$ cat config.mk
export PLATFORM = sky130hd
export DESIGN_NAME = mem_sync_param
export DESIGN_NICKNAME = d
export VERILOG_FILES = /design/src/rtl/mem_sync_param.sv
export SDC_FILE = /design/constraint.sdc
export NUM_CORES = 1
export LEC_CHECK = 0
export BUFFER_PORTS_ARGS = -buffer_cell sky130_fd_sc_hd__buf_2
export CAP_MARGIN = 40
export CORE_UTILIZATION = 60
export DETAILED_ROUTE_END_ITERATION = 10
export PLACE_DENSITY_LB_ADDON = 0.12
export SLEW_MARGIN = 20
export SYNTH_ARGS = -nofsm -noshare
export SYNTH_HDL_FRONTEND = slang
export SYNTH_SLANG_ARGS = --single-unit
$ cat constraint.sdc
create_clock -name clk -period 2.2 [get_ports clk]
set_clock_uncertainty 0.05 [all_clocks]
set_input_delay 0.11 -clock clk [delete_from_list [all_inputs] [get_ports clk]]
set_output_delay 0.11 -clock clk [all_outputs]
set_load 0.05 [all_outputs]
$ cat src/rtl/mem_sync_param.sv
// Parametrised synchronous single-port memory with a reset-driven fill sequencer,
// a pipelined read-valid strobe and an error strobe for illegal requests.
module mem_sync_param #(
    parameter int unsigned           DATA_WIDTH   = 8,
    parameter int unsigned           ADDR_WIDTH   = 5,
    parameter int unsigned           DEPTH        = 32,
    parameter int unsigned           READ_LATENCY = 1,
    parameter logic [DATA_WIDTH-1:0] INIT_VALUE   = '0
) (
    input  logic                  clk,
    input  logic                  rst,
    input  logic                  read,
    input  logic                  write,
    input  logic [ADDR_WIDTH-1:0] addr,
    input  logic [DATA_WIDTH-1:0] data_in,
    output logic [DATA_WIDTH-1:0] data_out,
    output logic                  rd_valid,
    output logic                  busy,
    output logic                  err
);
    localparam int unsigned           IDX_W     = (DEPTH > 1) ? $clog2(DEPTH) : 1;
    localparam logic [IDX_W-1:0]      LAST_IDX  = IDX_W'(DEPTH - 1);
    localparam logic [ADDR_WIDTH:0]   DEPTH_EXT = (ADDR_WIDTH + 1)'(DEPTH);

    typedef enum logic [0:0] {StInit, StReady} state_e;

    state_e                  state_q;
    logic [IDX_W-1:0]        cnt_q;
    logic                    busy_q;
    logic                    err_q;
    logic                    rd_valid_q;
    logic [DATA_WIDTH-1:0]   data_out_q;

    logic [DATA_WIDTH-1:0]   mem [DEPTH];

    logic                    ready;
    logic                    req;
    logic                    in_range;
    logic [IDX_W-1:0]        addr_idx;
    logic                    rd_fire;
    logic                    wr_fire;
    logic                    illegal;
    logic [DATA_WIDTH-1:0]   rd_word;
    logic                    mem_we;
    logic [IDX_W-1:0]        mem_waddr;
    logic [DATA_WIDTH-1:0]   mem_wdata;
    logic                    pipe_valid;
    logic [DATA_WIDTH-1:0]   pipe_data;

    assign ready    = (state_q == StReady);
    assign req      = read | write;
    assign in_range = ({1'b0, addr} < DEPTH_EXT);
    assign addr_idx = addr[IDX_W-1:0];
    assign rd_fire  = ready & read & ~write;
    assign wr_fire  = ready & write & ~read & in_range;
    assign illegal  = req & (~ready | (read & write) | ~in_range);
    // Out-of-range reads still complete, but return zero.
    assign rd_word  = in_range ? mem[addr_idx] : '0;

    always_comb begin
        mem_we    = 1'b0;
        mem_waddr = cnt_q;
        mem_wdata = INIT_VALUE;
        if (!ready) begin
            mem_we = 1'b1;
        end else if (wr_fire) begin
            mem_we    = 1'b1;
            mem_waddr = addr_idx;
            mem_wdata = data_in;
        end
    end

    // Array is not reset; a write coinciding with reset assertion is dropped.
    always_ff @(posedge clk) begin
        if (mem_we && !rst) begin
            mem[mem_waddr] <= mem_wdata;
        end
    end

    always_ff @(posedge clk or posedge rst) begin
        if (rst) begin
            state_q <= StInit;
            cnt_q   <= '0;
            busy_q  <= 1'b1;
            err_q   <= 1'b0;
        end else begin
            err_q <= illegal;
            case (state_q)
                StInit: begin
                    cnt_q <= cnt_q + 1'b1;
                    if (cnt_q == LAST_IDX) begin
                        state_q <= StReady;
                        busy_q  <= 1'b0;
                        cnt_q   <= '0;
                    end
                end
                StReady: begin
                    busy_q <= 1'b0;
                end
                default: begin
                    state_q <= StInit;
                    cnt_q   <= '0;
                    busy_q  <= 1'b1;
                end
            endcase
        end
    end

    if (READ_LATENCY == 2) begin : g_lat2
        logic                  s1_valid_q;
        logic [DATA_WIDTH-1:0] s1_data_q;

        always_ff @(posedge clk or posedge rst) begin
            if (rst) begin
                s1_valid_q <= 1'b0;
                s1_data_q  <= '0;
            end else begin
                s1_valid_q <= rd_fire;
                if (rd_fire) begin
                    s1_data_q <= rd_word;
                end
            end
        end

        assign pipe_valid = s1_valid_q;
        assign pipe_data  = s1_data_q;
    end else begin : g_lat1
        assign pipe_valid = rd_fire;
        assign pipe_data  = rd_word;
    end

    always_ff @(posedge clk or posedge rst) begin
        if (rst) begin
            rd_valid_q <= 1'b0;
            data_out_q <= '0;
        end else begin
            rd_valid_q <= pipe_valid;
            if (pipe_valid) begin
                data_out_q <= pipe_data;
            end
        end
    end

    assign data_out = data_out_q;
    assign rd_valid = rd_valid_q;
    assign busy     = busy_q;
    assign err      = err_q;

endmodule

==> impl_metrics.tcl <==
set metrics [dict create \
    track_usage_pct 24.9 \
    route.final.wire_length_mm 23.6 \
    swShare_pct 21.4 \
    synth_area_per_cell_um2 17.0 \
    switching_power_mw 2.26 \
    relSlewSlack_pct 48.1 \
    post-route-util_pct 70.3 \
    synthDominantCellAreaShare_pct 69.2 \
    ctsHtreeMaxLevel 1 \
    yosys.cell_count.top_type "sky130_fd_sc_hd__edfxtp_1" \
    drt_pass_1_iters 5 \
    num_rows 49 \
    crit_path_top_delay_cell "sky130_fd_sc_hd__dfrtp_1" \
    synth_warnings 0 \
    chipWidth_um 138 \
    cts-hold-fix-buffers 4 \
    largest_net_degree_at_the_start_of_global_routing 33 \
    class_of_the_most_critical_setup_path "register to register" \
    placed_cells 940 \
    crit_path_max_incr_delay_ns 0.40 \
    synth_edf_count 256 \
    timing.setup.tns_ns 0 \
    postCtsSetupRepairBufs 0 \
    pwr-share-clk_pct 39.4 \
    n_antenna_cell 0 \
    power_leakage_nw 5.07 \
    layout_min_cycle_time_ns 2.03 \
    critical_path_required_ns 2.38 \
    path_max_fanout 8 \
    numClockSinks 273 \
    fillers 1216 \
    maxCapViolations 0 \
    gp_congestion 0.868 \
    worst_skew_pair.late_latency_ns 0.52 \
    drtIter0Drc 535 \
    drc 0 \
    clk_transition_reported_paths_ns 0.06 \
    worst_setup_path_end_kind "register" \
    unrepaired_setup_endpoints_after_global_routing "false" \
    dpl-instance-area_um2 11800 \
    grt_pass1_wl_mm 36.1 \
    startpoint_type "register" \
    crit_path_frequent_cell "sky130_fd_sc_hd__nor2_1" \
    synthFlopType "sky130_fd_sc_hd__edfxtp_1" \
    maximum_achievable_frequency_ghz 0.493 \
    floorplan.die_area_um2 19100 \
    synthDistinctLibCells 40 \
    routed_via_density 6.17 \
    postRouteAntennaNets 0 \
    seq_area_frac_synth_pct 73.1 \
    asyncSetResetFlopFracSynth_pct 6.23 \
    cts_made_buffers 26 \
    cp.arrival_ns 2.21 \
    min_path_cells 3 \
    final_cell_count_no_fill 992 \
    vias 6119 \
    final_setup_violation_count 0 \
    tritoncts "done" \
    postSynthNetCount 673 \
    post_drt_wl_per_cell_um 23.8 \
    root_buffer "sky130_fd_sc_hd__clkbuf_16" \
    io_buffers 27 \
    worstPathBufferInverterCount 1 \
    netlist_instances 654 \
    p_int_mw 8.30 \
    most_frequent_cells_after_synthesis "sky130_fd_sc_hd__edfxtp_1 (256), sky130_fd_sc_hd__mux2i_1 (129), sky130_fd_sc_hd__nor2_1 (39), sky130_fd_sc_hd__a22oi_1 (32)" \
    irDropWorstVdd_v 0.000800 \
    holdCritPathClass "primary input to register" \
    initial_antenna_violation_count 0 \
    cp_top_family "simple AND/OR/NAND/NOR gates" \
    post-dp-hpwl_mm 15.7 \
    crit_path_cell_trace "and3b_1 > a21oi_1 > nor2_1 > nand2_1 > nor2_1 > buf_4" \
    synth_cell_area_um2 11100 \
    power_density_nw_per_um2 833 \
    global_route.overflow_total 0 \
    postSynthRegisterBits 273 \
    flow.area_growth_from_synthesis_pct 14.2 \
    floorplan.die.height_um 138 \
    cp.depth 6 \
    num-nets-final 762 \
    standard_cell_core_area_um2 18000 \
    num_io_pins 28 \
    reg2reg_depth 6 \
    final.period_utilization_pct 92.2 \
    grt_pass1_vias 6172 \
    number_of_resized_instances_in_the_post_cts_repair_step 0 \
    share_of_final_layout_standard_cells_stronger_than_drive_strength_1_pct 19.8 \
    clockBufferDepth 3 \
    drv_slew 0 \
    outcome "finished, final reports clean" \
    comb_power_share_pct 6.6 \
    synth_area_leaders "sky130_fd_sc_hd__edfxtp_1 (69%), sky130_fd_sc_hd__mux2i_1 (12%), sky130_fd_sc_hd__dfrtp_1 (3.6%), sky130_fd_sc_hd__a22oi_1 (2.2%), sky130_fd_sc_hd__a221oi_2 (1.6%)" \
    worst-slew-pin-transition_ns 0.777 \
    initial_core_util_pct 61.6 \
    yosys.area.top_type "sky130_fd_sc_hd__edfxtp_1" \
    relative_contribution_of_sequential_cells_to_total_power_pct 54.0 \
    finalInstanceArea_um2 12700 \
    report.final.hold_viol_count 0 \
]
==> layer usage <==
layer	share of wire (%)	routed length, um	track usage, %
met1	44	10500	36.4
met2	47	11100	39.3
met3	6.4	1520	3.60
met4	2.2	523	7.40
met5	0	0	0
==> power groups by stage <==
stage	Sequential, mW	Clock [mW]	Combinational [mW]
2_1_floorplan	5.90	0	0.376
3_3_place_gp	5.81	0	0.668
3_5_place_dp	5.81	0	0.688
4_1_cts	5.70	4.23	0.696
5_1_grt	5.70	4.40	0.732
6_report	5.70	4.16	0.698
==> placed cells by master, fill, tap and decap left out, types with 5 or more instances in the layout <==
cell type                   synthesis  routed
sky130_fd_sc_hd__nor2_1            39      38
sky130_fd_sc_hd__buf_2              4      26
sky130_fd_sc_hd__a31oi_1            5       5
sky130_fd_sc_hd__edfxtp_1         256     256
sky130_fd_sc_hd__clkbuf_1          16      12
sky130_fd_sc_hd__dfrtp_1           16      16
sky130_fd_sc_hd__a221oi_2          12      12
sky130_fd_sc_hd__clkinv_2           0       5
sky130_fd_sc_hd__buf_12             3       6
sky130_fd_sc_hd__o22ai_1            8       8
sky130_fd_sc_hd__mux2i_1          129     129
sky130_fd_sc_hd__inv_1              6       6
sky130_fd_sc_hd__clkbuf_16          0      27
sky130_fd_sc_hd__nor3_1             7       7
sky130_fd_sc_hd__nand2_1           19      19
sky130_fd_sc_hd__and2_1            10      10
sky130_fd_sc_hd__a22oi_1           32      32
sky130_fd_sc_hd__o21ai_0            6       6
sky130_fd_sc_hd__a21oi_1           19      19
sky130_fd_sc_hd__a22o_1            16      16
sky130_fd_sc_hd__o41ai_1            6       6
sky130_fd_sc_hd__buf_4              7      62
==> worst paths after layout <==
kind	start	end	slack (ns)
setup / recovery	ready	mem[27][1]	0.17
setup reg to reg	ready	mem[27][1]	0.17
hold / removal	data_in[0]	mem[23][0]	0.11
max in group asynchronous	rst	data_out[0]	1.34
hold reg to reg	data_out[2]	data_out[2]	0.44
min in group asynchronous	rst	err	0.27
==> cell type report <==
cell class | instances | area [um2] | share of cell area, %
flip-flops and latches | 273 | 8110 | 64.0
multi-input cells | 336 | 2680 | 21.1
repair buffers | 100 | 782 | 6.17
clock buffers | 39 | 721 | 5.69
well taps | 229 | 287 | 2.26
clock inverters | 9 | 70.1 | 0.553
inverters | 6 | 22.5 | 0.178
==> kinds of logic (layout without fill, tap and decap cells) <==
family                   Yosys count  in the layout  share of synthesized area [%]
AO/OA/AOI/OAI                    113            113                           8.23
adder cells (fa/ha/maj)            2              2                          0.225
buffers and inverters             45            154                           2.82
flip-flops                       273            273                           73.1
multiplexers                     131            131                           11.8
AND/OR/NAND/NOR                   90             90                           3.81
==> flip-flops by register name, summed over array words and instances (netlist names) <==
name      flops
cnt_q         5
data_out      8
ready         1
err           1
busy          1
mem         256
rd_valid      1
==> stage by stage <==
step	setup WS (ns)	total power, mW	hold slack, ns
after floorplan	0.216	6.28	-0.0147
after global placement	0.135	6.48	0.227
after detailed placement	0.0748	6.50	0.249
after CTS	0.180	10.6	0.103
after global routing	0.00914	10.8	0.134
final	0.171	10.6	0.113
==> tightest hold or removal path, delay by kind of cell <==
kind                   cells  cell delay, ns
AND/OR/NAND/NOR            1            0.13
buffers and inverters      2            0.30
Note: power is estimated with default switching activity, not from simulation.
